--- config.mk ---
export PLATFORM = sky130hd
export DESIGN_NAME = io_write
export DESIGN_NICKNAME = d
export VERILOG_FILES = /design/src/rtl/io_write.sv
export SDC_FILE = /design/constraint.sdc
export NUM_CORES = 1
export LEC_CHECK = 0
export ABC_AREA = 0
export BUFFER_PORTS_ARGS = -buffer_cell sky130_fd_sc_hd__buf_4
export CORE_MARGIN = 2
export CORE_UTILIZATION = 30
export DETAILED_ROUTE_END_ITERATION = 8
export PLACE_DENSITY = 0.54
export SETUP_SLACK_MARGIN = 0.15
export SLEW_MARGIN = 20
export SYNTH_ARGS = -nofsm -noshare
export SYNTH_HDL_FRONTEND = slang
export SYNTH_SLANG_ARGS = --single-unit
--- constraint.sdc ---
create_clock -name clock -period 2.5 [get_ports clock]
set_input_delay 0.25 -clock clock [delete_from_list [all_inputs] [get_ports clock]]
set_output_delay 0.25 -clock clock [all_outputs]
set_load 0.03 [all_outputs]
--- src/rtl/io_write.sv ---
// I/O write-port stage: stage-1 readiness check, stage-2 cancel, stage-3 strobe and per-port data register.
// Latency: addr_1 -> write_enable/data_out is 3 cycles; EmptyFull_masked is combinational from addr_1.
// Backpressure: none absorbed here; a full port raises EmptyFull_masked so the pipeline stalls/annuls upstream.
module io_write #(
    parameter int WORD_WIDTH            = 36,
    parameter int ADDR_WIDTH            = 10,
    parameter int WRITE_PORT_COUNT      = 4,
    parameter int WRITE_PORT_BASE_ADDR  = 0,
    parameter int WRITE_PORT_ADDR_WIDTH = 2
) (
    input  logic                                  clock,
    input  logic                                  reset_n,
    input  logic [ADDR_WIDTH-1:0]                 addr_1,
    input  logic [ADDR_WIDTH-1:0]                 addr_3,
    input  logic [WRITE_PORT_COUNT-1:0]           EmptyFull,
    input  logic                                  IO_ready,
    input  logic [WORD_WIDTH-1:0]                 data_in,
    output logic                                  EmptyFull_masked,
    output logic [WRITE_PORT_COUNT-1:0]           write_enable,
    output logic [WRITE_PORT_COUNT*WORD_WIDTH-1:0] data_out
);

    localparam int PW = WRITE_PORT_ADDR_WIDTH;
    localparam int NP = 2 ** PW;
    localparam logic [ADDR_WIDTH:0]   BASE_X  = (ADDR_WIDTH+1)'(WRITE_PORT_BASE_ADDR);
    localparam logic [ADDR_WIDTH-1:0] COUNT_X = ADDR_WIDTH'(WRITE_PORT_COUNT);

    // Offsets carry one extra bit so a borrow marks "below the window base".
    logic [ADDR_WIDTH:0]         off_1, off_3;
    logic                        is_io_1, is_io_3;
    logic [PW-1:0]               port_1, port_3;
    logic [NP-1:0]               ef_ext;
    logic                        io_1_d, io_1_q;
    logic                        io_2_d, io_2_q;
    logic [WRITE_PORT_COUNT-1:0] we_d, we_q;
    logic [WORD_WIDTH-1:0]       data_q [WRITE_PORT_COUNT];

    // Window decode of both the raw (stage 1) and translated (stage 3) address.
    always_comb begin
        off_1   = {1'b0, addr_1} - BASE_X;
        off_3   = {1'b0, addr_3} - BASE_X;
        is_io_1 = !off_1[ADDR_WIDTH] && (off_1[ADDR_WIDTH-1:0] < COUNT_X);
        is_io_3 = !off_3[ADDR_WIDTH] && (off_3[ADDR_WIDTH-1:0] < COUNT_X);
        port_1  = off_1[PW-1:0];
        port_3  = off_3[PW-1:0];
        // Pad the status vector to the full select range so any port index is a legal lookup.
        ef_ext  = '0;
        ef_ext[WRITE_PORT_COUNT-1:0] = EmptyFull;
    end

    // Stage decisions: full-port flag, ready-to-write pipeline bits, stage-3 strobe select.
    always_comb begin
        EmptyFull_masked = reset_n & is_io_1 & ~ef_ext[port_1];
        io_1_d           = is_io_1 & ef_ext[port_1];
        io_2_d           = io_1_q & IO_ready;
        we_d             = '0;
        for (int p = 0; p < WRITE_PORT_COUNT; p++) begin
            we_d[p] = io_2_q & is_io_3 & (port_3 == PW'(p));
        end
    end

    // Pipeline state, one-cycle strobe and per-port held write data.
    always_ff @(posedge clock or negedge reset_n) begin
        if (!reset_n) begin
            io_1_q <= 1'b0;
            io_2_q <= 1'b0;
            we_q   <= '0;
            for (int p = 0; p < WRITE_PORT_COUNT; p++) begin
                data_q[p] <= '0;
            end
        end else begin
            io_1_q <= io_1_d;
            io_2_q <= io_2_d;
            we_q   <= we_d;
            for (int p = 0; p < WRITE_PORT_COUNT; p++) begin
                if (we_d[p]) begin
                    data_q[p] <= data_in;
                end
            end
        end
    end

    assign write_enable = we_q;

    for (genvar g = 0; g < WRITE_PORT_COUNT; g++) begin : g_dout
        assign data_out[g*WORD_WIDTH +: WORD_WIDTH] = data_q[g];
    end

endmodule
# Word level (Yosys, flattened, before mapping)
# Cells that the tools add are included.
# totals
input_bits	63
ff_bits	150
# classes
bitwise	10
n_lt_le_gt_ge	3
n_mux	2
reduce_logical	1
n_eq_ne	3
# op_table
operator	n
10-bit by 3-bit less-than comparator with 1-bit output, second input constant	2
1-bit bitwise AND	9
2-bit equality test, second input constant	2
2-bit by 3-bit less-than comparator with 1-bit output, second input constant	1
1-bit binary-select mux with 2-bit select	1
2-bit by 1-bit equality test with 1-bit output, second input constant	1
2-bit zero test	1
1-bit 2-to-1 mux	1
1-bit inverter	1

# Longest topological paths before layout
# Gate-level depths: netlist of run 1.
# depth
word_depth	4
depth_mapped	5
depth_no_buf	3

# Worst setup path after synthesis of run 1
# Ideal clock, no wire load.
# synth_timing
path_type	input to register
from	input addr_3[5]
to	register data_q (netlist bit data_out[100])
setup_slack_ns	0.829
setup_time_ns	0.125
arrival_time_ns	1.546
path_stages	5
path_cell_list	nor4b_4 > and4b_1 > buf_6 > buf_12 > mux2_4
# synth_between
elab_chain_cells	3
# synth_rtl
item	line_no	rtl
start, declared	14	input logic [ADDR_WIDTH-1:0] addr_3,
10-bit by 3-bit less-than comparator with 1-bit output	43	is_io_3 = !off_3[ADDR_WIDTH] && (off_3[ADDR_WIDTH-1:0] < COUNT_X);
1-bit bitwise AND (2 in a row)	58	we_d[p] = io_2_q & is_io_3 & (port_3 == PW'(p));
end signal, assigned by index	77	data_q[p] <= data_in;
end, declared	36	logic [WORD_WIDTH-1:0] data_q [WRITE_PORT_COUNT];
# No other way between the ends.
# A chain may end at the register's enable or synchronous reset.

# Worst setup path after layout of run 1
# layout_timing
from	register io_2_q
to	register data_q (netlist bit data_out[116])
# layout_between
elab_chain_cells	2
# layout_rtl
item	line_no	rtl
start, declared	34	logic io_2_d, io_2_q;
start signal, assigned	73	io_2_q <= io_2_d;
1-bit bitwise AND (2 in a row)	58	
# No other way between the ends.

==> impl_metrics.toml, run 1 <==
[sta]
grt_setup_unrepaired = "no"
fmax_ghz = 0.536
final.min_clock_period_ps = 1860
skew_ps = 4.72
fin_setup_tns_ps = 0
tightest_slew_ps = 858
maxSlewHeadroom = 0.428
fin_crit_sh = 0.746
final_hold_viol_count = 47
whs_ps = -64.4
maxSlewViolCount = 0
setup_violations = 0

[route]
drt_iter0_markers = 100
final_antenna_net_count = 0
drt_wl_total_mm = 14.7
drt-pass1-iter-count = 4
vias_per_cell = 4.34
wl_per_cell_um = 17.6
dr_total_vias = 3637
post-route-drc-count = 0

[clocking]
cts_max_level = 4
ctsHoldBuffers = 0
cts_tree = "done"
cts_setup_buffers = 0
cts.sinks = 150
root_buffer = "clkbuf_16"
cts.path.max_buffers = 2
clock_latency_ps = 410
clk_transition_reported_paths_ps = 70
numCtsBuffers = 17
ctsResizeCount = 0

[logic_synthesis]
synth_cell_type_count = 20
netlist_area_sq_um = 6190
synthCells = 330
yosys_register_bits = 150
ys_seq_area_frac = 0.607
syn_area_per_cell_sq_um = 18.7
syn-num-nets = 393
yosysWarnings = 0

[critical_path]
cp_common_cell = "buf_4"
endpoint_kind = "flip-flop"
crit_type = "reg2reg"
r2r-start = "io_2_q"
worst-path-max-fanout = 36
arrival_ps = 2160
cp_num_cells = 5
cp_slowest_stage_delay_ps = 600
startpoint_type = "flip-flop"
worst_ep_required_time_ps = 2800
slowest_stage = "buf_4"
cp_top_family = "buffers and inverters"
crit_chain = "nor4b_4 > buf_4 > nand4_4 > buf_4 > mux2_2"
cp_num_buf_inv = 2
crit_path_start = "io_2_q"
reg2reg_depth = 5

[power_and_ir_drop]
leakagePower_nw = 4.62
vdd_drop_max_mv = 0.407
p_per_area_nw_per_um2 = 589

[die]
die_area_sq_um = 21800
fp.coreArea_sq_um = 20200
io_pins = 212
std_cell_rows = 52
die_h_um = 148
start_util = 0.306
die_x_um = 148

[placed_design]
place_congestion = 0.719
dpl.cell_count = 806
portBuffers = 211
dp_hpwl_mm = 9.76

[grt]
grt_first_pass_wirelength_mm = 23.1
grt_max_degree = 151
grt_pass1_vias = 4096
grt_usage = 0.138
antenna_found_initial = 0
grt_overflow = 0

[layout]
n_fill_cell = 1867
multiInputGateArea_sq_um = 2220
drive_above_1_share = 0.711
layout.nets = 618
seqCellArea_sq_um = 3750
utilization = 0.423
antennaDiodeCount = 0
stdcell_count = 838
areaGrowthSynthToFinish_pct = 38.5

[outcome]
status = "finished, violations left"
violations = "hold timing"

[job]
drv_cap = 0

[worst_hold_path]
hold_class = "in2async"
cell type report:
type                            instances  area share
Timing Repair Buffer                  221       0.198
Multi-Input combinational cell        165       0.259
Tap cell                              270      0.0394
Clock inverter                         13      0.0145
Clock buffer                           19      0.0505
Sequential cell                       150       0.438
through the flow:
step	instance area, sq um	worst slack [ps]	power [mW]
floorplan	6190	829	2.49
global placement	8010	470	2.65
detailed placement	8010	382	2.65
CTS	8570	593	5.14
global route	8570	537	5.28
finish	8570	636	5.04
metal layers:
metal  vias up  global-route usage  part of all wire  wire length [um]
li1       1627                   -                 -                 -
met1      1860               0.177              0.45              6600
met2       140               0.216              0.46              6770
met3        10              0.0605             0.084              1240
met4         0              0.0317            0.0069               102
met5         -                   0                 0                 0
flip-flops by register name, summed over array words and instances, names as in the netlist:
signal and cells:
io_1_q 1, write_enable 4, data_out 144, io_2_q 1
kinds of logic after synthesis:
| kind of cell | Yosys count | share of synthesized area |
|---|---|---|
| buffers and inverters | 15 | 0.0348 |
| flip-flops | 150 | 0.607 |
| multiplexers | 145 | 0.328 |
| AND/OR/NAND/NOR | 20 | 0.0307 |
cell usage after synthesis (all sizes together):
| cell | instances | area share |
|---|---|---|
| buf | 15 | 0.035 |
| nor4 | 3 | 0.0040 |
| dfrtp | 150 | 0.61 |
| nand4 | 2 | 0.0069 |
| and2 | 2 | 0.0022 |
| nor4b | 2 | 0.0063 |
| mux4 | 1 | 0.0036 |
| nand3 | 1 | 0.00081 |
| nor3b | 2 | 0.0024 |
| nor2 | 2 | 0.0012 |
| nand2 | 1 | 0.00061 |
| and3 | 3 | 0.0030 |
| and4b | 2 | 0.0032 |
| mux2 | 144 | 0.32 |
placed cells by master (no fill, tap or decap), types with 2 or more instances in the layout:
| cell type | n |
|---|---|
| mux2_2 | 42 |
| mux2_4 | 102 |
| dfrtp_1 | 150 |
| nor4_1 | 2 |
| inv_6 | 4 |
| nor3b_1 | 2 |
| buf_12 | 3 |
| nand4_4 | 2 |
| and4b_2 | 2 |
| clkinvlp_4 | 6 |
| clkbuf_1 | 2 |
| nor2_1 | 2 |
| clkbuf_16 | 17 |
| buf_4 | 217 |
| and3_1 | 3 |
report_power, final:
group / total [mW] / internal [mW] / switching [mW]
Combinational: 0.174 / 0.0777 / 0.0964
Clock: 2.44 / 1.38 / 1.06
Sequential: 2.43 / 2.43 / 0.0000822
Total: 5.04 / 3.89 / 1.16
path summary, 6_finish.rpt:
kind                       slack [ps]               to
setup reg to reg                  640    data_out[116]
hold / removal                    -60    data_out[118]
min in group clock                 40           io_2_q
hold reg to reg                   460           io_2_q
max in group asynchronous        1860  write_enable[3]
setup / recovery                  640    data_out[116]
worst register-to-register path: stages, from the launching register on:
cell,delay [ps]
dfrtp_1,360
nor4b_4,130
buf_4,150
nand4_4,80
buf_4,600
mux2_2,420
Power figures use the tool's default switching activity.
==> run 2: changes to the inputs <==
clock period = 1.95 ns   (was 2.5 ns; I/O delays follow)
==> impl_metrics.toml, run 2 (synthesized netlist as in run 1, its figures left out) <==
[outcome]
status = "finished, final reports clean"

[route]
drt-pass1-iter-count = 4
drt_wl_total_mm = 14.6
final_antenna_net_count = 0
post-route-drc-count = 0
vias_per_cell = 4.31
wl_per_cell_um = 17.3
dr_total_vias = 3640
drt_iter0_markers = 109

[critical_path]
crit_type = "reg2reg"
arrival_ps = 1970
slowest_stage = "mux2_2"
crit_chain = "nor4b_4 > buf_4 > and4b_2 > buf_12 > mux2_2"
startpoint_type = "flip-flop"
endpoint_kind = "flip-flop"
worst-path-max-fanout = 18
cp_slowest_stage_delay_ps = 350
worst_ep_required_time_ps = 2240

[placed_design]
portBuffers = 211
place_congestion = 0.727
dp_hpwl_mm = 10.3
dpl.cell_count = 809

[clocking]
cts.path.max_buffers = 2
numCtsBuffers = 17
clk_transition_reported_paths_ps = 60
cts.sinks = 150
cts_tree = "done"
cts_max_level = 4
root_buffer = "clkbuf_16"
clock_latency_ps = 410

[sta]
fmax_ghz = 0.596
fin_setup_tns_ps = 0
skew_ps = 7.19
fin_crit_sh = 0.860
whs_ps = 39.4
tightest_slew_ps = 525
grt_setup_unrepaired = "no"
setup_violations = 0
final_hold_viol_count = 0
maxSlewViolCount = 0
final.min_clock_period_ps = 1680
maxSlewHeadroom = 0.650

[layout]
final_common_cell = "buf_4"
stdcell_count = 844
antennaDiodeCount = 0
areaGrowthSynthToFinish_pct = 41.5
drive_above_1_share = 0.713
utilization = 0.433
multiInputGateArea_sq_um = 2220
layout.nets = 625
final_cell_mix = "218 x buf_4, 150 x dfrtp_1, 102 x mux2_4, 42 x mux2_2, 17 x clkbuf_16"
n_fill_cell = 1828
seqCellArea_sq_um = 3750
largest_reg_flops = 144

[grt]
antenna_found_initial = 0
grt_overflow = 0
grt_first_pass_wirelength_mm = 23.3
grt_pass1_vias = 4026
grt_usage = 0.138
grt_max_degree = 83

[power_and_ir_drop]
vdd_drop_max_mv = 0.549
leakagePower_nw = 4.73
p_per_area_nw_per_um2 = 798

[die]
io_pins = 212
fp.coreArea_sq_um = 20200
die_h_um = 148
die_x_um = 148
std_cell_rows = 52
start_util = 0.306
die_area_sq_um = 21800

[job]
drv_cap = 0

[worst_hold_path]
hold_class = "in2reg"
-- run 2: cell type report --
| type | instances | share of cell area |
|---|---|---|
| well taps | 270 | 0.0386 |
| clock inverters | 12 | 0.0227 |
| clock buffers | 19 | 0.0518 |
| flip-flops and latches | 150 | 0.429 |
| multi-input cells | 165 | 0.254 |
| repair buffers | 228 | 0.204 |
-- run 2: worst paths after layout --
kind / start / end / slack (ps) / cells past startpoint
worst min register to register: io_1_q / io_2_q / 460 / 1
worst max-delay path: io_2_q / data_out[4] / 270 / 5
max in group asynchronous: reset_n / data_out[103] / 900 / 3
worst min-delay path: data_in[7] / data_out[79] / 40 / 2
min in group asynchronous: reset_n / data_out[44] / 230 / 2
worst max register to register: io_2_q / data_out[4] / 270 / 5
-- run 2: stage by stage --
stage / setup slack (ps) / area, sq um / power, mW
after CTS: 167 / 8740 / 7.10
final: 272 / 8750 / 6.99
after detailed placement: 44.0 / 8060 / 3.41
after global routing: 178 / 8750 / 7.26
after floorplan: 299 / 6190 / 3.19
after global placement: 80.8 / 8060 / 3.40
-- run 2: worst max-delay path, delay by kind of cell (launching register included) --
family,cells,cell delay (ps)
AND/OR/NAND/NOR,2,470
buffers and inverters,2,380
multiplexers,1,350
flip-flops,1,330
-- run 2: where the power goes --
group          switching [mW]  internal [mW]
Clock                    1.30           2.34
Sequential           0.000110           3.11
Combinational           0.128          0.105
Total                    1.43           5.56
-- run 2: what timing repair did --
action / 4_1_cts / 5_1_grt
endpoints found under the hold margin: 29 / 0
hold buffers: 3 / 0
endpoints found under the setup margin: 0 / 54
resized for setup: 0 / 1
buffers inserted: 0 / 1
-- run 2: routing by layer --
metal  share of wire  GRT usage
met1            0.45      0.181
met2            0.45      0.210
met3           0.089     0.0565
met4           0.013     0.0380
met5               0          0
